## src/rtl/seg_scan_ctrl.sv

```systemverilog
// Seven-segment scan controller: time-multiplexes DIGIT_CNT hex digits with dead time, blanking,
// blinking and tear-free frame-aligned updates. Optional leading-zero blanking: SEG_SCAN_LZB_EN.
module seg_scan_ctrl #(
   parameter int DIGIT_CNT = 8,
   parameter int SCAN_DIV  = 100000,
   parameter int DEAD_CYC  = 500,
   parameter int BLINK_DIV = 64
) (
   input  logic                   clock,
   input  logic                   reset_n,
   input  logic                   update_valid,
   output logic                   update_ready,
   input  logic [4*DIGIT_CNT-1:0] number,
   input  logic [DIGIT_CNT-1:0]   dp,
   input  logic [DIGIT_CNT-1:0]   blank_mask,
   input  logic [DIGIT_CNT-1:0]   blink_mask,
   output logic [DIGIT_CNT-1:0]   digit_sel,
   output logic [7:0]             segment
);
   localparam int SC_W = (SCAN_DIV > 1) ? $clog2(SCAN_DIV) : 1;
   localparam int DI_W = (DIGIT_CNT > 1) ? $clog2(DIGIT_CNT) : 1;
   localparam int BC_W = (BLINK_DIV > 1) ? $clog2(BLINK_DIV) : 1;
   localparam logic [SC_W-1:0] SC_LAST = SC_W'(SCAN_DIV - 1);
   localparam logic [SC_W-1:0] SC_DEAD = SC_W'(DEAD_CYC);
   localparam logic [DI_W-1:0] DI_LAST = DI_W'(DIGIT_CNT - 1);
   localparam logic [BC_W-1:0] BC_LAST = BC_W'(BLINK_DIV - 1);

   logic [SC_W-1:0]        sc_r;
   logic [DI_W-1:0]        di_r;
   logic [BC_W-1:0]        bc_r;
   logic                   bp_r;
   logic [4*DIGIT_CNT-1:0] shadow_num_r;
   logic [DIGIT_CNT-1:0]   shadow_dp_r;
   logic [4*DIGIT_CNT-1:0] active_num_r;
   logic [DIGIT_CNT-1:0]   active_dp_r;
   logic                   pending_r;

   logic                   slot_end_s;
   logic                   frame_end_s;
   logic                   accept_s;
   logic                   pending_nxt_s;
   logic [DIGIT_CNT-1:0]   sel_s;
   logic [3:0]             nib_s;
   logic                   dp_s;
   logic                   blank_s;
   logic                   blink_s;
   logic                   lz_s;
   logic                   dark_s;
   logic [7:0]             seg_nxt_s;

   function automatic logic [6:0] decode_hex(input logic [3:0] nib);
      case (nib)
         4'h0:    decode_hex = 7'h3F;
         4'h1:    decode_hex = 7'h06;
         4'h2:    decode_hex = 7'h5B;
         4'h3:    decode_hex = 7'h4F;
         4'h4:    decode_hex = 7'h66;
         4'h5:    decode_hex = 7'h6D;
         4'h6:    decode_hex = 7'h7D;
         4'h7:    decode_hex = 7'h07;
         4'h8:    decode_hex = 7'h7F;
         4'h9:    decode_hex = 7'h6F;
         4'hA:    decode_hex = 7'h77;
         4'hB:    decode_hex = 7'h7C;
         4'hC:    decode_hex = 7'h39;
         4'hD:    decode_hex = 7'h5E;
         4'hE:    decode_hex = 7'h79;
         4'hF:    decode_hex = 7'h71;
         default: decode_hex = 7'h00;
      endcase
   endfunction

   // Slot/frame boundaries and the handshake's next pending state
   always_comb begin
      slot_end_s  = (sc_r == SC_LAST);
      frame_end_s = slot_end_s && (di_r == DI_LAST);
      accept_s    = update_valid && update_ready;
      if (accept_s) begin
         pending_nxt_s = 1'b1;
      end else if (frame_end_s) begin
         pending_nxt_s = 1'b0;
      end else begin
         pending_nxt_s = pending_r;
      end
   end

   // Scan, digit and blink counters
   always_ff @(posedge clock) begin
      if (!reset_n) begin
         sc_r <= '0;
         di_r <= '0;
         bc_r <= '0;
         bp_r <= 1'b0;
      end else begin
         if (slot_end_s) begin
            sc_r <= '0;
            di_r <= (di_r == DI_LAST) ? '0 : di_r + DI_W'(1);
         end else begin
            sc_r <= sc_r + SC_W'(1);
         end
         if (frame_end_s) begin
            if (bc_r == BC_LAST) begin
               bc_r <= '0;
               bp_r <= ~bp_r;
            end else begin
               bc_r <= bc_r + BC_W'(1);
            end
         end
      end
   end

   // Shadow capture on accept; shadow moves to active only at a frame boundary
   always_ff @(posedge clock) begin
      if (!reset_n) begin
         shadow_num_r <= '0;
         shadow_dp_r  <= '0;
         active_num_r <= '0;
         active_dp_r  <= '0;
         pending_r    <= 1'b0;
         update_ready <= 1'b0;
      end else begin
         if (accept_s) begin
            shadow_num_r <= number;
            shadow_dp_r  <= dp;
         end
         if (frame_end_s && pending_r) begin
            active_num_r <= shadow_num_r;
            active_dp_r  <= shadow_dp_r;
         end
         pending_r    <= pending_nxt_s;
         update_ready <= ~pending_nxt_s;
      end
   end

   // Current-digit selection and segment pattern
   always_comb begin
      sel_s   = '0;
      nib_s   = 4'h0;
      dp_s    = 1'b0;
      blank_s = 1'b0;
      blink_s = 1'b0;
      for (int i = 0; i < DIGIT_CNT; i++) begin
         if (di_r == DI_W'(i)) begin
            sel_s[i] = 1'b1;
            nib_s    = active_num_r[4*i +: 4];
            dp_s     = active_dp_r[i];
            blank_s  = blank_mask[i];
            blink_s  = blink_mask[i];
         end
      end
      dark_s = (sc_r < SC_DEAD) || blank_s || (blink_s && bp_r);
      if (dark_s) begin
         seg_nxt_s = 8'h00;
      end else if (lz_s) begin
         seg_nxt_s = {dp_s, 7'h00};
      end else begin
         seg_nxt_s = {dp_s, decode_hex(nib_s)};
      end
   end

`ifdef SEG_SCAN_LZB_EN
   logic                 zero_above_s;
   logic [DIGIT_CNT-1:0] lz_vec_s;

   // A leading-zero digit keeps only its decimal point; digit 0 always shows
   always_comb begin
      zero_above_s = 1'b1;
      lz_vec_s     = '0;
      for (int i = DIGIT_CNT - 1; i >= 0; i--) begin
         zero_above_s = zero_above_s && (active_num_r[4*i +: 4] == 4'h0);
         lz_vec_s[i]  = zero_above_s && (i != 0);
      end
      lz_s = |(lz_vec_s & sel_s);
   end
`else
   assign lz_s = 1'b0;
`endif

   // Registered display outputs
   always_ff @(posedge clock) begin
      if (!reset_n) begin
         digit_sel <= '0;
         segment   <= 8'h00;
      end else begin
         digit_sel <= sel_s;
         segment   <= seg_nxt_s;
      end
   end
endmodule

```

## config.mk

```make
export PLATFORM = sky130hd
export DESIGN_NAME = seg_scan_ctrl
export DESIGN_NICKNAME = d
export VERILOG_FILES = /design/src/rtl/seg_scan_ctrl.sv
export SDC_FILE = /design/constraint.sdc
export NUM_CORES = 1
export LEC_CHECK = 0
export ABC_AREA = 1
export CAP_MARGIN = 40
export CORE_ASPECT_RATIO = 1.5
export CORE_MARGIN = 1
export CORE_UTILIZATION = 40
export DETAILED_ROUTE_END_ITERATION = 8
export PLACE_DENSITY = 0.68
export SETUP_SLACK_MARGIN = 0.15
export SLEW_MARGIN = 20
export SYNTH_ARGS = -nofsm -noshare
export SYNTH_HDL_FRONTEND = slang
export SYNTH_SLANG_ARGS = --single-unit
export TNS_END_PERCENT = 1
```

## constraint.sdc

```tcl
create_clock -name clock -period 4.56 [get_ports clock]
set_input_delay 0.912 -clock clock [delete_from_list [all_inputs] [get_ports clock]]
set_output_delay 0.912 -clock clock [all_outputs]
set_load 0.005 [all_outputs]
```

; ---- Yosys cells after proc, flatten, opt, wreduce, memory -nomap -nowiden
; Memory sizes are Yosys's and may differ from the RTL's. A register that Yosys moved wholly into a read port is not among the register bits.
; Cells that the tools add are included.
[word_totals]
regBits = 125
latchBits = 0
ram_bits = 0
rom_bits = 112
in_bits = 59
elab_cells = 83
memories = 1
[mem_list]
columns = memory, words, width, rd, rd_clocked_by_memory_dff, write_ports, line
row1 = (no name shown), 16, 7, 1, 1, 0, 52  ; case (nib)
[classes]
n_addsub = 3
n_mul = 0
div_mod_pow = 0
magnitude_cmp = 1
n_eq_ne = 9
n_shift = 0
muxes = 44
n_bitwise = 3
n_reduce_logical = 10
[op_table]
columns = op, count
row1 = $mux 1, 34
row2 = $mux 4, 8
row3 = $add 17x1->17 const B, 1
row4 = $eq 17x17->1 const B, 1
row5 = $lt 17x9->1 const B, 1
row6 = $eq 3x3->1 const B, 4
row7 = $add 6x1->6 const B, 1
row8 = $eq 3x2->1 const B, 2
row9 = $eq 6x6->1 const B, 1
row10 = $mux 6, 1
row11 = $logic_and 1x1->1, 4
row12 = $reduce_or 2->1, 2
row13 = $add 3x1->3 const B, 1
row14 = $eq 3x1->1 const B, 1
row15 = $logic_not 3->1, 1
row16 = $mux 3, 1
row17 = $not 1->1, 3
row18 = $logic_or 1x1->1, 2
row19 = $reduce_and 2->1, 1

; ---- Depth between registers and ports, before layout
[logic_depth]
depth_word = 12
ltp_mapped = 19
mapped_depth_nobuf = 19

; ---- Worst setup path before layout
; No wires, ideal clock.
[synth_path]
path_type = flip-flop to flip-flop
from = reg di_r[0]
to = reg segment[3]
arrival_ps = 2166
slack_ps = 2273
stages_incl_launch_ff = 12
period_less_slack_ps = 2287
cell_sequence = dfxtp_1 ha_1 ha_1 inv_1 clkbuf_1 or2_2 nand2_1 inv_1 ha_1 nand3b_1 nand3_1 a21oi_1
[synth_via]
elab_chain_len = 12
elab_cells_between_ends = 36
cone_classes = eq/ne (7) / mux (24) / reduce/logical (5)
[synth_rtl]
columns = element, line
row1 = from (decl), 29  ; logic [DI_W-1:0] di_r;
row2 = from (signal assigned), 97  ; di_r <= (di_r == DI_LAST) ? '0 : di_r + DI_W'(1);
row3 = $logic_not 3->1, 143  ; if (di_r == DI_W'(i)) begin
row4 = $mux 1 (8 in a row), 143
row5 = $logic_or 1x1->1 or $logic_and 1x1->1 (tied branches), 151  ; dark_s = (sc_r < SC_DEAD) || blank_s || (blink_s && bp_r);
row6 = $logic_or 1x1->1, 151
row7 = $reduce_or 2->1 (no line), n/a
row8 = to (decl), 18  ; output logic [7:0] segment
; Parallel ways exist; a longest one is shown, timed or not.
; A chain may end at the register's enable or synchronous reset.

; ---- Final worst setup path
[layout_path]
from = reg di_r[2]
to = reg segment[3]
; Same word-level chain as after synthesis.

==> impl_metrics.toml <==
[clock_tree]
tritoncts = "built"
cts-resized-gates = 0
hold_buffers = 0
clkTransAtPathRegs_ns = 0.06
numClockSinks = 125
postCtsSetupBuffers = 0
htreeDepth = 4
clk_path_buf_depth = 2
clock_latency_ns = 0.43
numCtsBuffers = 17
cts_root_buf = "clkbuf_16"

[hold_path]
hold_class = "reg2reg"
hold_depth = 1
hp-start = "sc_r[0]"
holdPathEnd = "sc_r[0]"

[power_and_ir_drop]
p_sw_frac = 0.221
seq_power_share = 0.424
p_clk_frac = 0.523
leakage_nw = 2.89
switchingPower_mw = 0.590
power_frac_comb = 0.053
p_per_area_mw_per_mm2 = 378
ir_drop_mv = 0.275
power.internal_mw = 2.08

[synth]
yosysMostFrequentCell = "dfxtp_1"
ys_seq_area_frac = 0.445
synthCells = 746
synth_area_leaders = "dfxtp_1 44%, nand2_1 7.8%, inv_1 6.3%, nor2_1 5.7%, o21ai_0 5.5%"
synth_cell_types = 38
syn-num-nets = 820
ys_ff_latch = 125
yosys.area.top_type = "dfxtp_1"
yosys.area.top_type_share = 0.445
postSynth.asyncResetShare = 0
synth_edf_count = 0
avgSynthCellArea_um2 = 7.54
yosysWarnings = 0
synth-main-ff-cell = "dfxtp_1"
ys_top_cells_by_count = "125 x dfxtp_1, 117 x nand2_1, 94 x inv_1"
syn_area_mm2 = 0.00563

[worst_setup_path]
r2r_setup_slack_ns = 1.66
ff2ff_path_depth = 17
critPathCaptureType = "flip-flop"
crit_buf_inv = 4
path_cells = "inv_2 > ha_1 > inv_1 > o21ai_0 > inv_1 > nand2_1 > nand2_1 > nand2_1 > nand2_1 > nand2_1 > nand2_1 > nand2_1 > inv_1 > ha_1 > nand3b_1 > nand3_1 > a21oi_1"
rr_endpoint = "segment[3]"
worstPathMaxFanout = 10
critical-path-max-stage-delay_ns = 0.62
crit_top_cell = "nand2_1"
r2r_start = "di_r[2]"
cp-start-kind = "flip-flop"
required_ns = 4.86
worstSetupPathType = "reg2reg"
critPathTopFamily = "simple AND/OR/NAND/NOR gates"
crit_slowest_cell = "dfxtp_1"
cp.arrival_ns = 3.21

[global_route]
grt_use_met3 = 0.0343
busiest_layer = "met2"
grt_pass1_wl_um = 21800
antenna_found_initial = 0
grt_max_degree = 87
grtUsageMet1 = 0.220
use_met2 = 0.335
grt-ovfl-total = 0
track_usage = 0.190
grt_pass1_vias = 4764

[timing]
max_slew_margin = 0.499
timing.clock.skew_ns = 0.0225
max_freq_ghz = 0.344
period_minus_slack_ns = 2.90
tns_ns = 0
hold_violations = 0
rsz0062_at_grt = "false"
worst_slew_pin_slew_ns = 0.752
setup_violations = 0
slew_viol_final = 0
fin_ws_ns = 1.66
finalCritPeriodShare = 0.637

[placed_design]
dp_hpwl_um = 9080
portBuffers = 75
place_ws_ns = 1.68
gp_congestion = 0.859

[cells_and_area]
num-nets-final = 887
diodes = 0
drive_above_1_share = 0.104
area_delta_synth_final_pct = 25.7

[drt]
route.detailed.wl_per_inst_um = 13.1
first_pass_iters = 4
ant_nets = 0
wl_um = 12900
avgViaCountPerCell = 4.91
drc = 0
num_vias = 4855
drt_iter0_drc = 192

[job]
max_cap_viol_count = 0

[floorplan]
floorplan.initialDensity = 0.414
ioPinCount = 76
die_w_um = 98.8
coreArea_mm2 = 0.0136
die-area_mm2 = 0.0146
rows = 52
die_h_um = 147

[run_status]
status = "finished, final reports clean"
[kinds of logic (layout without fill, tap and decap cells)]
group           after synthesis  after routing  synth area share
compound gates              187            187             0.191
xor+xnor                      5              5           0.00778
flops                       125            125             0.445
fa+ha+maj                    15             15            0.0334
simple gates                287            287             0.229
buf+inv                     127            207            0.0936
[registers in the layout, indices dropped and copies added (netlist names), 3 cells and up]
| register | count |
|---|---|
| shadow_num_r | 32 |
| bc_r | 6 |
| active_num_r | 32 |
| di_r | 3 |
| digit_sel | 8 |
| active_dp_r | 8 |
| sc_r | 17 |
| shadow_dp_r | 8 |
| segment | 8 |
[through the flow]
step	util	instances	cell area, um^2	power (mW)	hold slack (ns)
after CTS	0.520	988	7070	2.69	0.454
final	0.520	988	7070	2.67	0.452
after floorplan	-	746	5630	1.22	0.418
after detailed placement	0.475	956	6460	1.30	0.444
after global routing	0.520	988	7070	2.76	0.477
after global placement	0.473	955	6430	1.30	0.430
[layer usage]
layer  wire [um]  vias up
met2        6630       93
met4         247        0
met5           0        -
met3         333       16
met1        5710     2189
li1            -     2557
[how the worst max path moves through the flow]
stage | start | to | slack (ns) | depth (start not counted)
floorplan | di_r[0] | segment[3] | 2.27 | 11
global placement | di_r[2] | segment[3] | 1.69 | 17
detailed placement | di_r[2] | segment[3] | 1.68 | 17
CTS | di_r[2] | segment[3] | 1.66 | 17
global route | di_r[2] | segment[3] | 1.35 | 17
finish | di_r[2] | segment[3] | 1.66 | 17
[cell type report]
type	count	area (um^2)
fillers	1291	6520
multi-input cells	494	2600
flip-flops and latches	125	2500
repair buffers	78	788
clock buffers	19	453
inverters	97	364
well taps	162	203
clock inverters	13	164
[layout by cell type (no fill, tap or decap), types with 3 or more instances in the layout]
cell type and instances:
dfxtp_1 125, nand2_1 116, inv_1 94, nor2_1 85
clkdlybuf4s50_1 74, o21ai_0 62, a21oi_1 54, nand3_1 31
a21oi_2 31, o21ai_1 30, nor3_1 23, clkbuf_16 17
ha_1 15, nand4_1 6, nand2_2 5, xor2_1 5
clkinv_4 4, or2_2 3, o21a_1 3, a211oi_1 3
bufinv_16 3, clkinv_2 3
[power groups by stage]
stage	registers [mW]	clock network [mW]	logic (mW)
floorplan	1.15	0	0.0710
finish	1.13	1.40	0.141
CTS	1.13	1.41	0.144
global placement	1.16	0	0.142
detailed placement	1.16	0	0.143
global route	1.14	1.47	0.158
Power figures use the tool's default switching activity.
